--- config.mk ---
export PLATFORM = sky130hd
export DESIGN_NAME = timer_digit_loader
export DESIGN_NICKNAME = d
export VERILOG_FILES = /design/src/rtl/timer_digit_loader.sv
export SDC_FILE = /design/constraint.sdc
export NUM_CORES = 1
export LEC_CHECK = 0
export ABC_AREA = 1
export ABC_CLOCK_PERIOD_IN_PS = 2750
export CAP_MARGIN = 25
export CORE_MARGIN = 2
export CORE_UTILIZATION = 55
export DETAILED_ROUTE_END_ITERATION = 7
export PLACE_DENSITY = 0.85
export SETUP_SLACK_MARGIN = 0.02
export SYNTH_ARGS = -nofsm -noshare
export SYNTH_HDL_FRONTEND = slang
export SYNTH_SLANG_ARGS = --single-unit
--- constraint.sdc ---
create_clock -name clk -period 2.75 [get_ports clk]
set_input_delay 0.275 -clock clk [delete_from_list [all_inputs] [get_ports clk]]
set_output_delay 0.275 -clock clk [all_outputs]
set_load 0.01 [all_outputs]
--- src/rtl/timer_digit_loader.sv ---
// ---------------------------------------------------------------------------
// timer_digit_loader
// Debounces keypad presses and shifts accepted digits into a 4-digit BCD
// time entry (mm:ss), most recent digit entering at the least significant
// nibble.
//
// Ports
//   clk            rising-edge clock
//   rst            asynchronous active-high reset
//   data           keypad digit from the keyboard encoder
//   valid_input    high while any key is pressed
//   load_enable    high when time entry is permitted
//   clear_entry    synchronous clear of the entered time
//   time_bcd       {min_tens, min_ones, sec_tens, sec_ones}
//   digit_count    number of digits entered, 0..4
//   digit_accepted one-cycle pulse per stored digit
//   entry_full     digit_count == 4
//   entry_nonzero  time_bcd != 0
// ---------------------------------------------------------------------------
module timer_digit_loader #(
    parameter int unsigned DEBOUNCE_CYCLES = 4
) (
    input  logic        clk,
    input  logic        rst,
    input  logic [3:0]  data,
    input  logic        valid_input,
    input  logic        load_enable,
    input  logic        clear_entry,
    output logic [15:0] time_bcd,
    output logic [2:0]  digit_count,
    output logic        digit_accepted,
    output logic        entry_full,
    output logic        entry_nonzero
);

    localparam int unsigned CNT_W = (DEBOUNCE_CYCLES < 2) ? 1 : $clog2(DEBOUNCE_CYCLES + 1);
    localparam logic [CNT_W-1:0] CNT_ONE = CNT_W'(1);
    localparam logic [CNT_W-1:0] CNT_DC  = CNT_W'(DEBOUNCE_CYCLES);
    localparam logic [CNT_W-1:0] CNT_MAX = {CNT_W{1'b1}};
    localparam bit               DC_IS_ONE = (DEBOUNCE_CYCLES == 1);

    typedef enum logic [1:0] {
        IDLE     = 2'd0,
        DEBOUNCE = 2'd1,
        HELD     = 2'd2,
        RELEASE  = 2'd3
    } state_t;

    state_t           r_state;
    state_t           w_state_nx;
    logic [CNT_W-1:0] r_cnt;
    logic [CNT_W-1:0] w_cnt_nx;
    logic [CNT_W-1:0] w_cnt_inc;
    logic [3:0]       r_cand;
    logic [3:0]       w_cand_nx;
    logic             w_accept;
    logic [15:0]      r_time;
    logic [2:0]       r_count;
    logic             r_digit_accepted;

    // Saturating increment of the stable-sample counter.
    assign w_cnt_inc = (r_cnt == CNT_MAX) ? r_cnt : r_cnt + CNT_ONE;

    // State register.
    always_ff @(posedge clk or posedge rst) begin
        if (rst) begin
            r_state <= IDLE;
            r_cnt   <= '0;
            r_cand  <= '0;
        end else begin
            r_state <= w_state_nx;
            r_cnt   <= w_cnt_nx;
            r_cand  <= w_cand_nx;
        end
    end

    // Next-state logic and acceptance decision.
    always_comb begin
        w_state_nx = r_state;
        w_cnt_nx   = r_cnt;
        w_cand_nx  = r_cand;
        w_accept   = 1'b0;
        if (!load_enable) begin
            // Parked in HELD so a key held across enable must be released first.
            w_state_nx = HELD;
            w_cnt_nx   = '0;
        end else begin
            case (r_state)
                IDLE: begin
                    if (valid_input) begin
                        w_cand_nx = data;
                        if (DC_IS_ONE) begin
                            w_accept   = 1'b1;
                            w_state_nx = HELD;
                            w_cnt_nx   = '0;
                        end else begin
                            w_state_nx = DEBOUNCE;
                            w_cnt_nx   = CNT_ONE;
                        end
                    end
                end
                DEBOUNCE: begin
                    if (!valid_input) begin
                        w_state_nx = IDLE;
                        w_cnt_nx   = '0;
                    end else if (data != r_cand) begin
                        w_cand_nx = data;
                        w_cnt_nx  = CNT_ONE;
                    end else if (w_cnt_inc >= CNT_DC) begin
                        w_accept   = 1'b1;
                        w_state_nx = HELD;
                        w_cnt_nx   = '0;
                    end else begin
                        w_cnt_nx = w_cnt_inc;
                    end
                end
                HELD: begin
                    if (!valid_input) begin
                        if (DC_IS_ONE) begin
                            w_state_nx = IDLE;
                            w_cnt_nx   = '0;
                        end else begin
                            w_state_nx = RELEASE;
                            w_cnt_nx   = CNT_ONE;
                        end
                    end
                end
                RELEASE: begin
                    if (valid_input) begin
                        w_state_nx = HELD;
                        w_cnt_nx   = '0;
                    end else if (w_cnt_inc >= CNT_DC) begin
                        w_state_nx = IDLE;
                        w_cnt_nx   = '0;
                    end else begin
                        w_cnt_nx = w_cnt_inc;
                    end
                end
                default: begin
                    w_state_nx = IDLE;
                    w_cnt_nx   = '0;
                end
            endcase
        end
    end

    // Digit shift register; clear wins over a same-edge acceptance.
    always_ff @(posedge clk or posedge rst) begin
        if (rst) begin
            r_time           <= '0;
            r_count          <= '0;
            r_digit_accepted <= 1'b0;
        end else begin
            r_digit_accepted <= 1'b0;
            if (clear_entry) begin
                r_time  <= '0;
                r_count <= '0;
            end else if (w_accept && (r_count < 3'd4)) begin
                r_time           <= {r_time[11:0], w_cand_nx};
                r_count          <= r_count + 3'd1;
                r_digit_accepted <= 1'b1;
            end
        end
    end

    assign time_bcd       = r_time;
    assign digit_count    = r_count;
    assign digit_accepted = r_digit_accepted;
    assign entry_full     = (r_count == 3'd4);
    assign entry_nonzero  = (r_time != 16'h0000);

endmodule

==> results of run 1 <==
[power by group through the flow]
stage | Sequential, mW | Clock (mW) | Combinational, mW
2_1_floorplan | 0.521 | 0 | 0.237
3_3_place_gp | 0.528 | 0 | 0.279
3_5_place_dp | 0.534 | 0 | 0.299
4_1_cts | 0.525 | 0.304 | 0.301
5_1_grt | 0.533 | 0.319 | 0.341
6_report | 0.527 | 0.302 | 0.303
[worst register-to-register path, cell delays in order (launching register included)]
cell and delay [ns]:
dfrtp_1 0.42, ha_1 0.22, nor2_2 0.17, inv_1 0.13, nor2_1 0.14, nand3_1 0.09, nand2_1 0.06, inv_1 0.07
nand2_1 0.10, nand2_1 0.06, nand2_1 0.05
[logic make-up (layout without fill, tap and decap cells)]
group,Yosys count,count (layout),synth area share [%]
and+or+nand+nor,122,122,40.3
buffers and inverters,30,63,9.31
DFF,29,29,44.6
AOI/OAI and AO/OA,9,9,2.92
adders and majority gates,3,3,2.31
xor gates and xnor gates,1,1,0.539
[placed cells by master, fill, tap and decap left out]
cell type / n
dfrtp_1: 29
nor2_4: 3
nor3_4: 1
nor2_2: 2
nand3_1: 15
nand3_2: 9
o211ai_1: 1
clkinv_2: 1
clkbuf_4: 5
buf_4: 3
o21ai_0: 8
xor2_1: 1
nand4_4: 1
inv_2: 1
ha_1: 3
nor4_1: 4
nor2_1: 9
clkbuf_8: 2
inv_1: 21
nand2_1: 56
nand4_1: 20
nand2_2: 2
clkdlybuf4s50_1: 30
[cell type report]
type | count | area (um^2)
Sequential cell | 29 | 726
Fill cell | 224 | 792
Clock buffer | 7 | 65.1
Timing Repair Buffer | 33 | 323
Inverter | 22 | 82.6
Clock inverter | 1 | 5.00
Tap cell | 31 | 38.8
Multi-Input combinational cell | 135 | 749
[stage by stage]
step,power (mW),area (um^2),std cells,hold WS [ns],worst slack (ns)
finish,1.13,1990,258,0.307,0.723
global placement,0.806,1920,250,0.470,0.894
CTS,1.13,1990,258,0.320,0.696
detailed placement,0.833,1920,250,0.477,0.812
floorplan,0.758,1630,194,0.335,1.39
global route,1.19,1990,258,0.344,0.641
[state kept, by name, summed over array words and instances, names as in the netlist]
signal          cells
r_cnt               3
digit_count         3
r_state             2
digit_accepted      1
r_cand              4
time_bcd           16
[metal layers]
| layer | vias up | share of wire, % |
|---|---|---|
| met5 | - | 0 |
| met4 | 0 | 1.6 |
| met3 | 9 | 4.9 |
| met2 | 54 | 50 |
| met1 | 705 | 43 |
| li1 | 715 | - |
[path summary, 6_finish.rpt]
kind                                           from                  endpoint  slack (ns)  cells after the start
hold / removal                                  rst  time_bcd[13]$_DFFE_PP0P_        0.31                      3
max in group asynchronous                       rst       r_cand[0]$_DFF_PP0_        2.17                      3
min in group clk               r_cnt[1]$_DFFE_PP0P_      r_cnt[1]$_DFFE_PP0P_        0.50                      2
setup / recovery           time_bcd[15]$_DFFE_PP0P_             entry_nonzero        0.72                      3
setup reg to reg               r_cnt[0]$_DFFE_PP0P_    r_state[1]$_DFFE_PP0P_        1.19                     10
hold reg to reg                r_cnt[1]$_DFFE_PP0P_      r_cnt[1]$_DFFE_PP0P_        0.50                      2
==> run_results.csv, run 1 <==
group,metric,value,unit
critical_path,cpMaxStageDelayCell,"clkdlybuf4s50_1",
global_route,grt_pass1_vias,1411,
placement,dp.final_hpwl,2570,um
synthesis,async_flop_share,100,%
global_route,antenna_found_initial,0,
flow_run,max_cap_violations,0,
timing,setup_viol,0,
die,num_io_pins,31,
synthesis,ys_seq_elements,29,
power,p_leak,1.03,nW
clock_tree,cts-root-buf,"clkbuf_4",
status,status,"finished, final reports clean",
synthesis,synth_ff_type,"dfrtp_1",
timing,rsz0062_at_grt,"no",
clock_tree,cts_buffer_depth,2,
synthesis,yosysSeqAreaShare,44.6,%
global_route,grt_use_met2,39.0,%
global_route,use_met3,6.37,%
global_route,use_met1,28.2,%
routing,drt_wl_total,3600,um
critical_path,critPathKind,"register to primary output",
power,comb_power_share,26.8,%
global_route,grt_pass1_wl,5990,um
critical_path,worst-path-buf-inv,1,
critical_path,cpPeakStageDelay,0.50,ns
die,start_util,58.5,%
die,fp.dieArea,3410,um^2
placement,gp_congestion,0.777,
timing,fmax,0.493,GHz
placement,portBuffers,30,
routing,drtIter0Drc,71,
timing,min_period,2.03,ns
clock_tree,postCtsSetupBuffers,0,
synthesis,synth.top_cells.by_area,"dfrtp_1, nand2_1, nand4_1",
global_route,busiest_layer,"met2",
routing,wl_per_cell,14.0,um
global_route,grt_overflow,0,
global_route,grt_max_degree,39,
synthesis,synthCells,194,
synthesis,yosysWarnings,0,
layout,finish.utilization,71.5,%
critical_path,endpoint_kind,"primary output",
power,vdd_drop_max,0.000469,V
critical_path,critPathTopFamily,"simple AND/OR/NAND/NOR gates",
timing,relSlewSlack,71.2,%
synthesis,synth-edff-count,0,
timing,drv_slew,0,
synthesis,synth_largest_area_cell,"dfrtp_1",
critical_path,start_kind,"register",
routing,drc,0,
synthesis,yosys.area.top_type_share,44.6,%
routing,vias_per_cell,5.75,
layout,nets,238,
layout,syn_to_final_growth,22.3,%
layout,layout-drive-gt1-share,13.2,%
timing,period_share,73.7,%
synthesis,synth_cell_type_count,21,
hold_path,hold_path_class,"input pin to async pin",
routing,vias,1483,
clock_tree,clkLatencyLatePin,0.32,ns
routing,antenna_violating_nets_post_route,0,
critical_path,cp.required,2.48,ns
power,p_switching,409,uW
synthesis,synth_area,1630,um^2
clock_tree,cts_hold_buf,0,
global_route,track_usage,23.5,%
synthesis,syn_avg_cell_area,8.38,um^2
clock_tree,numCtsBuffers,5,
die,placementRows,19,
clock_tree,cts.sink_count,29,
die,die_y,58.4,um
layout,num_antenna_cells,0,
power,switching_share,36.1,%
critical_path,crit_path_max_fanout,3,
synthesis,synth_fp_nets,206,
clock_tree,cts_tree,"yes",
routing,drtPass1Iterations,4,
clock_tree,htree_levels,2,
clock_tree,path_clk_slew,0.10,ns
power,seq_power_share,46.5,%
critical_path,critPathArrivalTime,1.75,ns
power,clkPwrFrac,26.7,%
die,die_x,58.4,um
synthesis,ys_top_cells_by_count,"nand2_1, dfrtp_1, inv_1",
power,p_per_area,569,nW/um^2
timing,hold_viol_final,0,
power,internal-power,723,uW
timing,worst_pin_slew,0.430,ns
die,core-area,2780,um^2
critical_path,cp_cell_sequence,"nor4_1, nand4_1, clkdlybuf4s50_1",
clock_tree,cts-resized-gates,0,
timing,fin_skew,0.00485,ns
timing,finalSetupTns,0,ns
synthesis,synth_most_common_cell,"nand2_1",
Note: power is estimated with default switching activity, not from simulation.
==> run 2, diff against run 1 <==
Settings changed: ABC_CLOCK_PERIOD_IN_PS 2750 to 1700, CORE_UTILIZATION 55 to 46, PLACE_DENSITY 0.85 to 0.76.
Clock period 2.75 ns to 1.7 ns, I/O delays scaled along.
==> run 2 against run 1 <==
Sequential power increased by 61%. Register-to-register slack got worse by 1.0 ns. Final area increased by 6.5%. Worst hold slack got worse by 0.10 ns. Critical endpoint is now digit_count[2].
==> run_results.csv, run 2 (synthesis results as in run 1) <==
group,metric,value,unit
critical_path,critPathTopFamily,"buffers and inverters",
power,internal-power,1.13,mW
power,p_per_area,817,nW/um^2
hold_path,hold_path_class,"input pin to async pin",
timing,relSlewSlack,72.6,%
timing,hold_viol_final,0,
clock_tree,clkLatencyLatePin,0.32,ns
critical_path,cp_cell_sequence,"clkdlybuf4s50_1",
clock_tree,numCtsBuffers,5,
die,die_y,63.5,um
die,fp.dieArea,4030,um^2
timing,fin_skew,0.00498,ns
clock_tree,cts_hold_buf,0,
global_route,grt_max_degree,39,
die,die_x,63.5,um
global_route,grt_overflow,0,
placement,dp.final_hpwl,2480,um
critical_path,reg2reg_from,"r_cnt[0]$_DFFE_PP0P_",
clock_tree,cts_buffer_depth,2,
status,status,"finished, final reports clean",
clock_tree,htree_levels,2,
critical_path,start_kind,"register",
critical_path,critPathArrivalTime,1.44,ns
timing,drv_slew,0,
placement,place_area,2000,um^2
routing,drt_wl_total,3630,um
die,num_io_pins,31,
placement,portBuffers,30,
routing,drc,0,
timing,rsz0062_at_grt,"no",
routing,drtPass1Iterations,4,
timing,finalSetupTns,0,ns
clock_tree,cts_tree,"yes",
critical_path,critPathKind,"register to primary output",
critical_path,rrSetupSlack,0.18,ns
layout,final_cell_area,2120,um^2
clock_tree,path_clk_slew,0.09,ns
global_route,antenna_found_initial,0,
power,clkPwrFrac,23.9,%
critical_path,cpPeakStageDelay,0.61,ns
critical_path,cpMaxStageDelayCell,"clkdlybuf4s50_1",
power,comb_power_share,27.1,%
timing,fmax,0.623,GHz
routing,antenna_violating_nets_post_route,0,
critical_path,reg2reg_depth,10,
critical_path,path_depth,1,
layout,final_cell_mix,"nand2_1, clkdlybuf4s50_1, dfrtp_1",
global_route,grt_pass1_wl,6140,um
layout,syn_to_final_growth,30.3,%
power,switching_share,35.0,%
power,p_leak,1.09,nW
placement,gp_congestion,0.837,
power,seq_power_share,49.0,%
critical_path,crit_start,"digit_count[2]$_DFFE_PP0P_",
global_route,grt_pass1_vias,1361,
die,core-area,3360,um^2
clock_tree,cts.sink_count,29,
critical_path,endpoint_kind,"primary output",
timing,period_share,94.4,%
timing,worst_pin_slew,0.411,ns
critical_path,crit_path_max_fanout,5,
timing,worst_slack,0.0950,ns
critical_path,regToRegEndpoint,"r_state[0]$_DFFE_PP0P_",
die,start_util,48.4,%
critical_path,worst-path-buf-inv,1,
global_route,track_usage,19.4,%
die,placementRows,21,
placement,dp_slack,0.0888,ns
power,p_switching,606,uW
layout,largest_reg_flops,16,
layout,final_common_cell,"nand2_1",
routing,vias_per_cell,5.14,
routing,wl_per_cell,12.9,um
layout,nets,247,
timing,min_period,1.61,ns
routing,drtIter0Drc,50,
power,finalPower,1.73,mW
layout,num_antenna_cells,0,
power,vdd_drop_max,0.000404,V
timing,setup_viol,0,
clock_tree,cts-root-buf,"clkbuf_4",
critical_path,cp.required,1.53,ns
layout,layout-drive-gt1-share,18.7,%
routing,vias,1443,
flow_run,max_cap_violations,0,
critical_path,worstSetupEndpoint,"digit_count[2]",
==> run 2: changes by cell type in the layout (fill, tap and decap cells not counted) <==
cell             previous run  this run
buf_4                       3        10
dfrtp_1                    29        26
dfrtp_2                     0         3
nor4_1                      4         1
buf_12                      0         2
clkdlybuf4s50_1            30        28
nor4_4                      0         2
clkbuf_1                    0         1
clkbuf_2                    0         1
clkbuf_8                    2         1
clkinv_2                    1         0
dlygate4sd2_1               0         1
nor4_2                      0         1
==> run 2: worst min path at each step <==
stage | start | to | slack (ns) | depth (start not counted)
3_3_place_gp | r_cnt[1]$_DFFE_PP0P_ | r_cnt[1]$_DFFE_PP0P_ | 0.48 | 2
6_report | rst | time_bcd[2]$_DFFE_PP0P_ | 0.20 | 3
2_1_floorplan | clear_entry | digit_accepted$_DFF_PP0_ | 0.23 | 1
5_1_grt | rst | time_bcd[1]$_DFFE_PP0P_ | 0.23 | 3
3_5_place_dp | r_cnt[0]$_DFFE_PP0P_ | r_cnt[0]$_DFFE_PP0P_ | 0.50 | 2
4_1_cts | rst | time_bcd[0]$_DFFE_PP0P_ | 0.21 | 3
==> run 2: power by group through the flow <==
stage                     Combinational (mW)  Clock (mW)  Sequential [mW]
after global routing                   0.544       0.459            0.862
after floorplan                        0.383           0            0.843
final                                  0.469       0.414            0.850
after CTS                              0.474       0.428            0.849
after global placement                 0.463           0            0.860
after detailed placement               0.471           0            0.863
==> run 2: tightest hold or removal path, delay by kind of cell <==
kind | cells | cell delay [ns]
buffers and inverters | 3 | 0.77
==> run 2: final cells by class <==
class | instances | area [um^2]
multi-input combinational | 135 | 786
inverter | 22 | 82.6
timing repair buffer | 42 | 409
tap | 46 | 57.6
clock buffer | 7 | 55.1
fill | 309 | 1240
sequential | 29 | 729
==> run 2: what timing repair did <==
action                     in CTS  in global routing
pin swaps                       0                  1
setup endpoints to repair       2                  1
resized for setup               3                  9
buffers inserted                2                  2
==> run 2: layer usage <==
| layer | vias up | global-route usage [%] | part of all wire, % |
|---|---|---|---|
| met2 | 36 | 30.1 | 49 |
| met1 | 673 | 25.9 | 44 |
| met5 | - | 0 | 0 |
| met4 | 0 | 9.78 | 1.9 |
| li1 | 726 | - | - |
| met3 | 8 | 3.39 | 4.7 |
==> run 2: metrics by stage <==
stage,hold WS (ns),cells,utilization (%)
final,0.202,281,63.0
after global routing,0.228,281,63.0
after CTS,0.208,279,61.7
after detailed placement,0.505,270,59.5
after global placement,0.477,270,59.5
after floorplan,0.230,194,-
